==> src/rtl/cirno_exec_core_if.sv <==
// Handshake/data bundle between the cirno step sequencer and the execution core.
// The sequencer drives strobes and operands; the core returns decode, ALU and memory results.
interface cirno_exec_core_if;
  logic       decoder_en;
  logic [8:0] inst;
  logic       alu_en;
  logic [7:0] x;
  logic [7:0] y;
  logic       cmp;
  logic       memory_r_en;
  logic       memory_w_en;

  logic [2:0] inst_type;
  logic [3:0] funct;
  logic [1:0] r1;
  logic [1:0] r2;
  logic [5:0] immediate;
  logic       y_is_imm;
  logic       is_cmp;
  logic       branch;
  logic       branchi;
  logic       jump;
  logic       done;
  logic [7:0] result;
  logic       eq;
  logic [7:0] mem_out;

  modport master (
    output decoder_en, inst, alu_en, x, y, cmp, memory_r_en, memory_w_en,
    input  inst_type, funct, r1, r2, immediate, y_is_imm, is_cmp,
           branch, branchi, jump, done, result, eq, mem_out
  );

  modport slave (
    input  decoder_en, inst, alu_en, x, y, cmp, memory_r_en, memory_w_en,
    output inst_type, funct, r1, r2, immediate, y_is_imm, is_cmp,
           branch, branchi, jump, done, result, eq, mem_out
  );
endinterface

==> src/rtl/cirno_exec_core.sv <==
// cirno 8-bit CPU execution core: registered 9-bit decoder, 8-bit ALU and synchronous data memory.
// Each stage updates only on its own strobe from the step sequencer; init clears every output.
module cirno_exec_core #(
  parameter int DMEM_DEPTH = 256
) (
  input  logic             clk,
  input  logic             init,
  cirno_exec_core_if.slave bus
);

  localparam int AW = $clog2(DMEM_DEPTH);

  localparam logic [2:0] T_ALU  = 3'd1;
  localparam logic [2:0] T_IMMB = 3'd2;
  localparam logic [2:0] T_MOVE = 3'd3;
  localparam logic [2:0] T_REGB = 3'd4;
  localparam logic [2:0] T_ST   = 3'd5;
  localparam logic [2:0] T_LD   = 3'd6;

  // Shift amounts of 8 or more flush every bit out.
  function automatic logic [7:0] shl_sat(input logic [7:0] a, input logic [7:0] n);
    return (n >= 8'd8) ? 8'h00 : (a << n[2:0]);
  endfunction

  function automatic logic [7:0] shr_sat(input logic [7:0] a, input logic [7:0] n);
    return (n >= 8'd8) ? 8'h00 : (a >> n[2:0]);
  endfunction

  // Bidirectional shift: negative amount shifts right logically by its magnitude.
  function automatic logic [7:0] sh_signed(input logic [7:0] a, input logic [7:0] b);
    logic signed [7:0] bs;
    bs = signed'(b);
    if (bs < 8'sd0) return shr_sat(a, 8'(-bs));
    else            return shl_sat(a, b);
  endfunction

  // Decode stage p0: combinational decode of the incoming instruction word
  logic [2:0] type_p0;
  logic [3:0] funct_p0;
  logic [1:0] r1_p0, r2_p0;
  logic [5:0] imm_p0;
  logic       yimm_p0, iscmp_p0, br_p0, bri_p0, jmp_p0, halt_p0;

  always_comb begin
    type_p0  = 3'd0;
    funct_p0 = 4'd0;
    r1_p0    = 2'd0;
    r2_p0    = 2'd0;
    imm_p0   = 6'd0;
    yimm_p0  = 1'b0;
    iscmp_p0 = 1'b0;
    br_p0    = 1'b0;
    bri_p0   = 1'b0;
    jmp_p0   = 1'b0;
    halt_p0  = 1'b0;
    if (!bus.inst[8]) begin
      funct_p0 = bus.inst[7:4];
      r1_p0    = bus.inst[3:2];
      r2_p0    = bus.inst[1:0];
      case (bus.inst[7:4])
        4'd0, 4'd1, 4'd2, 4'd3, 4'd4, 4'd5, 4'd7: type_p0 = T_ALU;
        4'd6: begin
          type_p0  = T_ALU;
          iscmp_p0 = 1'b1;
        end
        4'd8, 4'd9, 4'd10: begin
          type_p0 = T_ALU;
          yimm_p0 = 1'b1;
          imm_p0  = {4'b0, bus.inst[1:0]};
        end
        4'd11: type_p0 = T_MOVE;
        4'd12: begin
          type_p0 = T_REGB;
          jmp_p0  = 1'b1;
        end
        4'd13: begin
          type_p0 = T_REGB;
          br_p0   = 1'b1;
        end
        4'd14: type_p0 = T_ST;
        default: type_p0 = T_LD;
      endcase
    end else if (bus.inst == 9'h1FF) begin
      // Halt shares the beqi opcode space but raises no branch flag.
      type_p0 = T_IMMB;
      imm_p0  = bus.inst[5:0];
      halt_p0 = 1'b1;
    end else begin
      case (bus.inst[7:6])
        2'b00, 2'b01: begin
          type_p0  = T_MOVE;
          r1_p0    = bus.inst[5:4];
          imm_p0   = {2'b0, bus.inst[3:0]};
          funct_p0 = {3'b0, bus.inst[6]};
        end
        2'b10: begin
          type_p0 = T_IMMB;
          imm_p0  = bus.inst[5:0];
          jmp_p0  = 1'b1;
        end
        default: begin
          type_p0 = T_IMMB;
          imm_p0  = bus.inst[5:0];
          bri_p0  = 1'b1;
        end
      endcase
    end
  end

  // Decode stage p1: registered decoder outputs
  logic [2:0] type_p1;
  logic [3:0] funct_p1;
  logic [1:0] r1_p1, r2_p1;
  logic [5:0] imm_p1;
  logic       yimm_p1, iscmp_p1, br_p1, bri_p1, jmp_p1, done_p1;

  always_ff @(posedge clk) begin
    if (init) begin
      type_p1  <= 3'd0;
      funct_p1 <= 4'd0;
      r1_p1    <= 2'd0;
      r2_p1    <= 2'd0;
      imm_p1   <= 6'd0;
      yimm_p1  <= 1'b0;
      iscmp_p1 <= 1'b0;
      br_p1    <= 1'b0;
      bri_p1   <= 1'b0;
      jmp_p1   <= 1'b0;
      done_p1  <= 1'b0;
    end else if (bus.decoder_en) begin
      type_p1  <= type_p0;
      funct_p1 <= funct_p0;
      r1_p1    <= r1_p0;
      r2_p1    <= r2_p0;
      imm_p1   <= imm_p0;
      yimm_p1  <= yimm_p0;
      iscmp_p1 <= iscmp_p0;
      br_p1    <= br_p0;
      bri_p1   <= bri_p0;
      jmp_p1   <= jmp_p0;
      done_p1  <= done_p1 | halt_p0;
    end
  end

  // ALU stage p1: combinational result from registered decode and live operands
  logic [7:0] b_p1;
  logic [7:0] res_p1;
  logic       eq_p1;

  always_comb begin
    b_p1  = yimm_p1 ? {2'b0, imm_p1} : bus.y;
    eq_p1 = (bus.x == b_p1);
    case (funct_p1)
      4'd0:    res_p1 = bus.x + b_p1;
      4'd1:    res_p1 = bus.x - b_p1;
      4'd2:    res_p1 = bus.x & b_p1;
      4'd3:    res_p1 = bus.x | b_p1;
      4'd4:    res_p1 = bus.x ^ b_p1;
      4'd5:    res_p1 = sh_signed(bus.x, b_p1);
      4'd6:    res_p1 = bus.x;
      4'd7:    res_p1 = bus.x + {7'b0, bus.cmp};
      4'd8:    res_p1 = bus.x & b_p1;
      4'd9:    res_p1 = shr_sat(bus.x, b_p1);
      4'd10:   res_p1 = shl_sat(bus.x, b_p1);
      default: res_p1 = b_p1;
    endcase
  end

  // ALU stage p2: registered result and equality flag
  logic [7:0] res_p2;
  logic       eq_p2;

  always_ff @(posedge clk) begin
    if (init) begin
      res_p2 <= 8'h00;
      eq_p2  <= 1'b0;
    end else if (bus.alu_en) begin
      res_p2 <= res_p1;
      eq_p2  <= eq_p1;
    end
  end

  // Memory stage: array is never cleared; writes are blocked while init is high
  logic [7:0]    mem [DMEM_DEPTH];
  logic [AW-1:0] addr;
  logic [7:0]    mem_out_p1;

  assign addr = bus.y[AW-1:0];

  always_ff @(posedge clk) begin
    if (!init && bus.memory_w_en) mem[addr] <= bus.x;
  end

  // Non-blocking read of the same array gives read-first behaviour on collisions.
  always_ff @(posedge clk) begin
    if (init)                  mem_out_p1 <= 8'h00;
    else if (bus.memory_r_en)  mem_out_p1 <= mem[addr];
  end

  assign bus.inst_type = type_p1;
  assign bus.funct     = funct_p1;
  assign bus.r1        = r1_p1;
  assign bus.r2        = r2_p1;
  assign bus.immediate = imm_p1;
  assign bus.y_is_imm  = yimm_p1;
  assign bus.is_cmp    = iscmp_p1;
  assign bus.branch    = br_p1;
  assign bus.branchi   = bri_p1;
  assign bus.jump      = jmp_p1;
  assign bus.done      = done_p1;
  assign bus.result    = res_p2;
  assign bus.eq        = eq_p2;
  assign bus.mem_out   = mem_out_p1;

endmodule

==> src/flat_wrapper.sv <==
// flat-port wrapper written by rule: the top's interface ports become plain ports
module cirno_exec_core_flat 
#(
  parameter int DMEM_DEPTH = 256
)
  (clk, init, bus_decoder_en, bus_inst, bus_alu_en, bus_x, bus_y, bus_cmp, bus_memory_r_en, bus_memory_w_en, bus_inst_type, bus_funct, bus_r1, bus_r2, bus_immediate, bus_y_is_imm, bus_is_cmp, bus_branch, bus_branchi, bus_jump, bus_done, bus_result, bus_eq, bus_mem_out);
  cirno_exec_core_if bus_i ();
  input  logic clk;
  input  logic init;
  input wire logic [$bits(bus_i.decoder_en)-1:0] bus_decoder_en;
  input wire logic [$bits(bus_i.inst)-1:0] bus_inst;
  input wire logic [$bits(bus_i.alu_en)-1:0] bus_alu_en;
  input wire logic [$bits(bus_i.x)-1:0] bus_x;
  input wire logic [$bits(bus_i.y)-1:0] bus_y;
  input wire logic [$bits(bus_i.cmp)-1:0] bus_cmp;
  input wire logic [$bits(bus_i.memory_r_en)-1:0] bus_memory_r_en;
  input wire logic [$bits(bus_i.memory_w_en)-1:0] bus_memory_w_en;
  output wire logic [$bits(bus_i.inst_type)-1:0] bus_inst_type;
  output wire logic [$bits(bus_i.funct)-1:0] bus_funct;
  output wire logic [$bits(bus_i.r1)-1:0] bus_r1;
  output wire logic [$bits(bus_i.r2)-1:0] bus_r2;
  output wire logic [$bits(bus_i.immediate)-1:0] bus_immediate;
  output wire logic [$bits(bus_i.y_is_imm)-1:0] bus_y_is_imm;
  output wire logic [$bits(bus_i.is_cmp)-1:0] bus_is_cmp;
  output wire logic [$bits(bus_i.branch)-1:0] bus_branch;
  output wire logic [$bits(bus_i.branchi)-1:0] bus_branchi;
  output wire logic [$bits(bus_i.jump)-1:0] bus_jump;
  output wire logic [$bits(bus_i.done)-1:0] bus_done;
  output wire logic [$bits(bus_i.result)-1:0] bus_result;
  output wire logic [$bits(bus_i.eq)-1:0] bus_eq;
  output wire logic [$bits(bus_i.mem_out)-1:0] bus_mem_out;
  assign bus_i.decoder_en = bus_decoder_en;
  assign bus_i.inst = bus_inst;
  assign bus_i.alu_en = bus_alu_en;
  assign bus_i.x = bus_x;
  assign bus_i.y = bus_y;
  assign bus_i.cmp = bus_cmp;
  assign bus_i.memory_r_en = bus_memory_r_en;
  assign bus_i.memory_w_en = bus_memory_w_en;
  assign bus_inst_type = bus_i.inst_type;
  assign bus_funct = bus_i.funct;
  assign bus_r1 = bus_i.r1;
  assign bus_r2 = bus_i.r2;
  assign bus_immediate = bus_i.immediate;
  assign bus_y_is_imm = bus_i.y_is_imm;
  assign bus_is_cmp = bus_i.is_cmp;
  assign bus_branch = bus_i.branch;
  assign bus_branchi = bus_i.branchi;
  assign bus_jump = bus_i.jump;
  assign bus_done = bus_i.done;
  assign bus_result = bus_i.result;
  assign bus_eq = bus_i.eq;
  assign bus_mem_out = bus_i.mem_out;
  cirno_exec_core #(.DMEM_DEPTH(DMEM_DEPTH)) u_core (.clk(clk), .init(init), .bus(bus_i));
endmodule
==> config.mk <==
export PLATFORM = sky130hd
export DESIGN_NAME = cirno_exec_core_flat
export DESIGN_NICKNAME = d
export VERILOG_FILES = /design/src/rtl/cirno_exec_core_if.sv /design/src/rtl/cirno_exec_core.sv /design/src/flat_wrapper.sv
export SDC_FILE = /design/constraint.sdc
export NUM_CORES = 2
export LEC_CHECK = 0
export BUFFER_PORTS_ARGS = -buffer_cell sky130_fd_sc_hd__buf_2
export CAP_MARGIN = 20
export CORE_ASPECT_RATIO = 1.2
export CORE_MARGIN = 2
export CORE_UTILIZATION = 50
export CTS_BUF_LIST = sky130_fd_sc_hd__clkbuf_2 sky130_fd_sc_hd__clkbuf_4 sky130_fd_sc_hd__clkbuf_8
export CTS_CLUSTER_DIAMETER = 150
export CTS_CLUSTER_SIZE = 24
export DETAILED_ROUTE_END_ITERATION = 10
export PLACE_DENSITY = 0.71
export SYNTH_ARGS = -nofsm -noshare
export SYNTH_HDL_FRONTEND = slang
export SYNTH_SLANG_ARGS = --single-unit
==> constraint.sdc <==
create_clock -name clk -period 4.2 [get_ports clk]
set_input_delay 0.42 -clock clk [delete_from_list [all_inputs] [get_ports clk]]
set_output_delay 0.42 -clock clk [all_outputs]
set_load 0.01 [all_outputs]
==> flow_summary.yaml <==
floorplan:
  ios: 72
  die_h_um: 453
  die_area_mm2: 0.171
  initial_core_util_pct: 50.4
  core.rowCount: 164
  coreArea_mm2: 0.167
  die_w_um: 378
finish:
  areaGrowthSynthToFinish_pct: 9.20
  nets: 4759
  finalInstanceArea_mm2: 0.0918
  layout-drive-gt1-share_pct: 26.1
  nFillCells: 12700
yosys:
  syn-num-nets: 4352
  synth-async-reset-ratio_pct: 0
  synth_warnings: 0
  syn_avg_cell_area_um2: 19.6
  ys_ff_latch: 2088
  synth_edf_count: 2048
  ys_types: 89
  netlist_area_mm2: 0.0840
  synth-seq-area-share_pct: 74.1
  ys.flop_type: "edfxtp_1"
  synthCells: 4283
sta:
  max_slew_margin_pct: 20.5
  finClkSkew_ps: 75.6
  max_freq_mhz: 284
  setup_viol: 0
  hold_viol: 0
  holdWs_ps: 83.7
  setup_ws_ps: 677
  period_needed_ps: 3520
  fin_crit_sh_pct: 83.9
  rsz0062_at_grt: "false"
  slew_violations: 0
  tns_ps: 0
  tightest_slew_ps: 1180
grt:
  antenna_found_initial: 9
  gr-total-overflow: 0
  grt_max_degree: 106
  grt_pass1_wl_um: 327000
  grt_use_total_pct: 27.0
  use_met2_pct: 43.6
  grtUsageMet1_pct: 34.7
  met3_usage_pct: 5.81
  busiest_layer: "met2"
  first_global_vias: 44100
clocking:
  htreeDepth: 3
  cts-root-buf: "clkbuf_8"
  cts_buffers: 96
  max-clock-path-buffers: 3
  cts_resized: 0
  insertion_delay_ps: 930
  cts_tree: "built"
  clock-sinks: 2088
  clk_pin_slew_worst_paths_ps: 160
min_path:
  whs_path_depth: 4
  min_from: "bus_memory_r_en"
  min_path_type: "in -> reg"
  hold_end: "u_core.bus.mem_out[4]"
setup_path:
  reg2reg_to: "u_core.bus.result[4]"
  worstSetupPathType: "reg -> reg"
  critPathCaptureType: "flop"
  crit_fanout: 8
  rr_worst_depth: 12
  critPathRequiredTime_ps: 5020
  cp.arrival_ps: 4340
  start_kind: "flop"
  r2r_slack_ps: 680
  r2r-start: "u_core.bus.funct[0]"
pwr:
  power.density_mw_per_mm2: 370
  irDropWorstVdd_v: 0.000272
  power_uw: 33900
  p_leak_uw: 0.0291
detailed_routing:
  avgRoutedWirePerCell_um: 33.2
  drc_errors: 0
  postRouteAntennaNets: 0
  routed_wl_um: 232000
  drt-initial-drc-count: 6818
  drtPass1Iterations: 7
  num_vias: 45200
  viasPerCell: 6.48
flow_run:
  maxCapViolCount: 0
place:
  dp_slack_ps: 304
  gp_congestion: 0.972
  dpl.hpwl_um: 154000
  port_buffers: 71
  place_area_mm2: 0.0897
outcome:
  status: "finished clean"
## flip-flops by register name (all words and copies together), names as in the netlist, 2 cells and up
register and cells:
u_core.bus.immediate 6, u_core.bus.mem_out 8, u_core.bus.funct 4, u_core.bus.r2 2, u_core.bus.inst_type 3, u_core.bus.r1 2
u_core.mem 2048, u_core.bus.result 8
## cell usage after synthesis (9+ instances only)
| cell type | n | area (um2) |
|---|---|---|
| a2111oi_0 | 9 | 78.8 |
| a211oi_1 | 11 | 82.6 |
| a21oi_1 | 78 | 390 |
| a221oi_1 | 14 | 123 |
| a22o_1 | 17 | 149 |
| a22oi_1 | 82 | 616 |
| a311oi_1 | 9 | 78.8 |
| a31oi_1 | 20 | 125 |
| buf_1 | 15 | 56.3 |
| buf_2 | 87 | 435 |
| buf_4 | 49 | 368 |
| buf_6 | 17 | 191 |
| clkbuf_1 | 103 | 387 |
| dfxtp_1 | 40 | 801 |
| edfxtp_1 | 2048 | 61500 |
| ha_1 | 35 | 438 |
| inv_1 | 33 | 124 |
| mux2_2 | 16 | 180 |
| mux2i_1 | 193 | 1930 |
| mux4_1 | 9 | 236 |
| mux4_2 | 483 | 10900 |
| nand2_1 | 132 | 495 |
| nand2b_1 | 24 | 150 |
| nand3_1 | 73 | 365 |
| nand3b_1 | 9 | 67.6 |
| nand4_1 | 14 | 87.6 |
| nor2_1 | 337 | 1260 |
| nor2b_1 | 19 | 119 |
| nor3_1 | 28 | 140 |
| nor4_1 | 9 | 56.3 |
| o2111ai_1 | 12 | 105 |
| o211ai_1 | 25 | 188 |
| o21ai_0 | 53 | 265 |
| o22ai_1 | 22 | 138 |
| xnor2_1 | 10 | 87.6 |
## per-layer routing
layer,wire [um],up-vias,part of all wire [%]
li1,-,18300,-
met1,82600,23800,36
met2,112000,2688,48
met3,23500,517,10
met4,13800,14,6.0
met5,171,-,0.074
## cell families after synthesis
group | after synthesis | share of synthesized area [%]
AO/OA/AOI/OAI | 422 | 3.52
XOR/XNOR | 13 | 0.135
adder cells (fa/ha/maj) | 37 | 0.569
buffers and inverters | 313 | 1.99
flip-flops | 2088 | 74.1
multiplexers | 703 | 15.8
AND/OR/NAND/NOR | 707 | 3.89
## worst max-delay path, cell delays in order, from the launching register on
cell and delay, ps:
dfxtp_1 360, nor2b_1 280, and3_1 520, mux2_2 400
ha_1 210, fa_1 430, a21o_1 170, a21oi_1 230
xnor2_1 100, a221oi_1 240, nand3_1 110, o32ai_1 250
o22ai_1 120
## power breakdown
| part | internal, uW | switching (uW) |
|---|---|---|
| Sequential | 22900 | 36.1 |
| Combinational | 929 | 1710 |
| Clock | 2570 | 5820 |
## how the worst max path moves through the flow
stage                   startpoint                    end  slack, ps
3_3_place_gp              bus_y[0]  u_core.bus.mem_out[4]        110
5_1_grt        u_core.bus.funct[0]   u_core.bus.result[4]        360
2_1_floorplan  u_core.bus.y_is_imm   u_core.bus.result[4]        690
6_report       u_core.bus.funct[0]   u_core.bus.result[4]        680
3_5_place_dp              bus_y[0]  u_core.bus.mem_out[3]        300
4_1_cts        u_core.bus.funct[0]   u_core.bus.result[4]        640
## layout by cell type (no fill, tap or decap), types with 8 or more instances in the layout
cell type      instances
o211ai_1              25
nand2_1              132
o21ai_0               53
nand3_1               73
o32ai_1                8
a31oi_1               20
nor3_1                28
clkbuf_4              43
a2111oi_0              9
dfxtp_1               40
dlygate4sd3_1         29
mux2i_1              193
o2111ai_1             12
nor2b_1               16
buf_2                 59
ha_1                  35
mux4_2               483
xnor2_1               10
nor2_1               335
o21bai_1               8
a32oi_1                8
mux4_1                 9
a211oi_1              11
o22ai_1               22
a221oi_1              14
inv_1                 33
buf_12                20
a22oi_1               82
buf_4                466
nand3b_1               9
clkbuf_8             106
nand4_1               14
a21oi_1               78
nand2b_1              24
mux2_2                16
a22o_1                17
edfxtp_1            2048
a311oi_1               9
## cell type report
class / count / area (um2) / share of cell area [%]
Clock buffer: 141 / 1670 / 1.82
Antenna cell: 2 / 5.00 / 0.00545
Sequential cell: 2088 / 62300 / 67.9
Clock inverter: 5 / 48.8 / 0.0532
Timing Repair Buffer: 586 / 4660 / 5.08
Multi-Input combinational cell: 1882 / 20100 / 21.9
Inverter: 36 / 140 / 0.153
Tap cell: 2241 / 2800 / 3.06
## through the flow
stage,std cells,utilization [%]
floorplan,4283,-
global placement,6801,53.8
detailed placement,6802,53.8
CTS,6977,55.1
global route,6980,55.1
finish,6981,55.1
## repair_timing
| action | CTS | global route |
|---|---|---|
| hold buffers | 29 | 0 |
| setup buffers | 0 | 0 |
| endpoints found under the setup margin | 0 | 0 |
| endpoints found under the hold margin | 172 | 0 |
(Power assumes the default switching activity.)
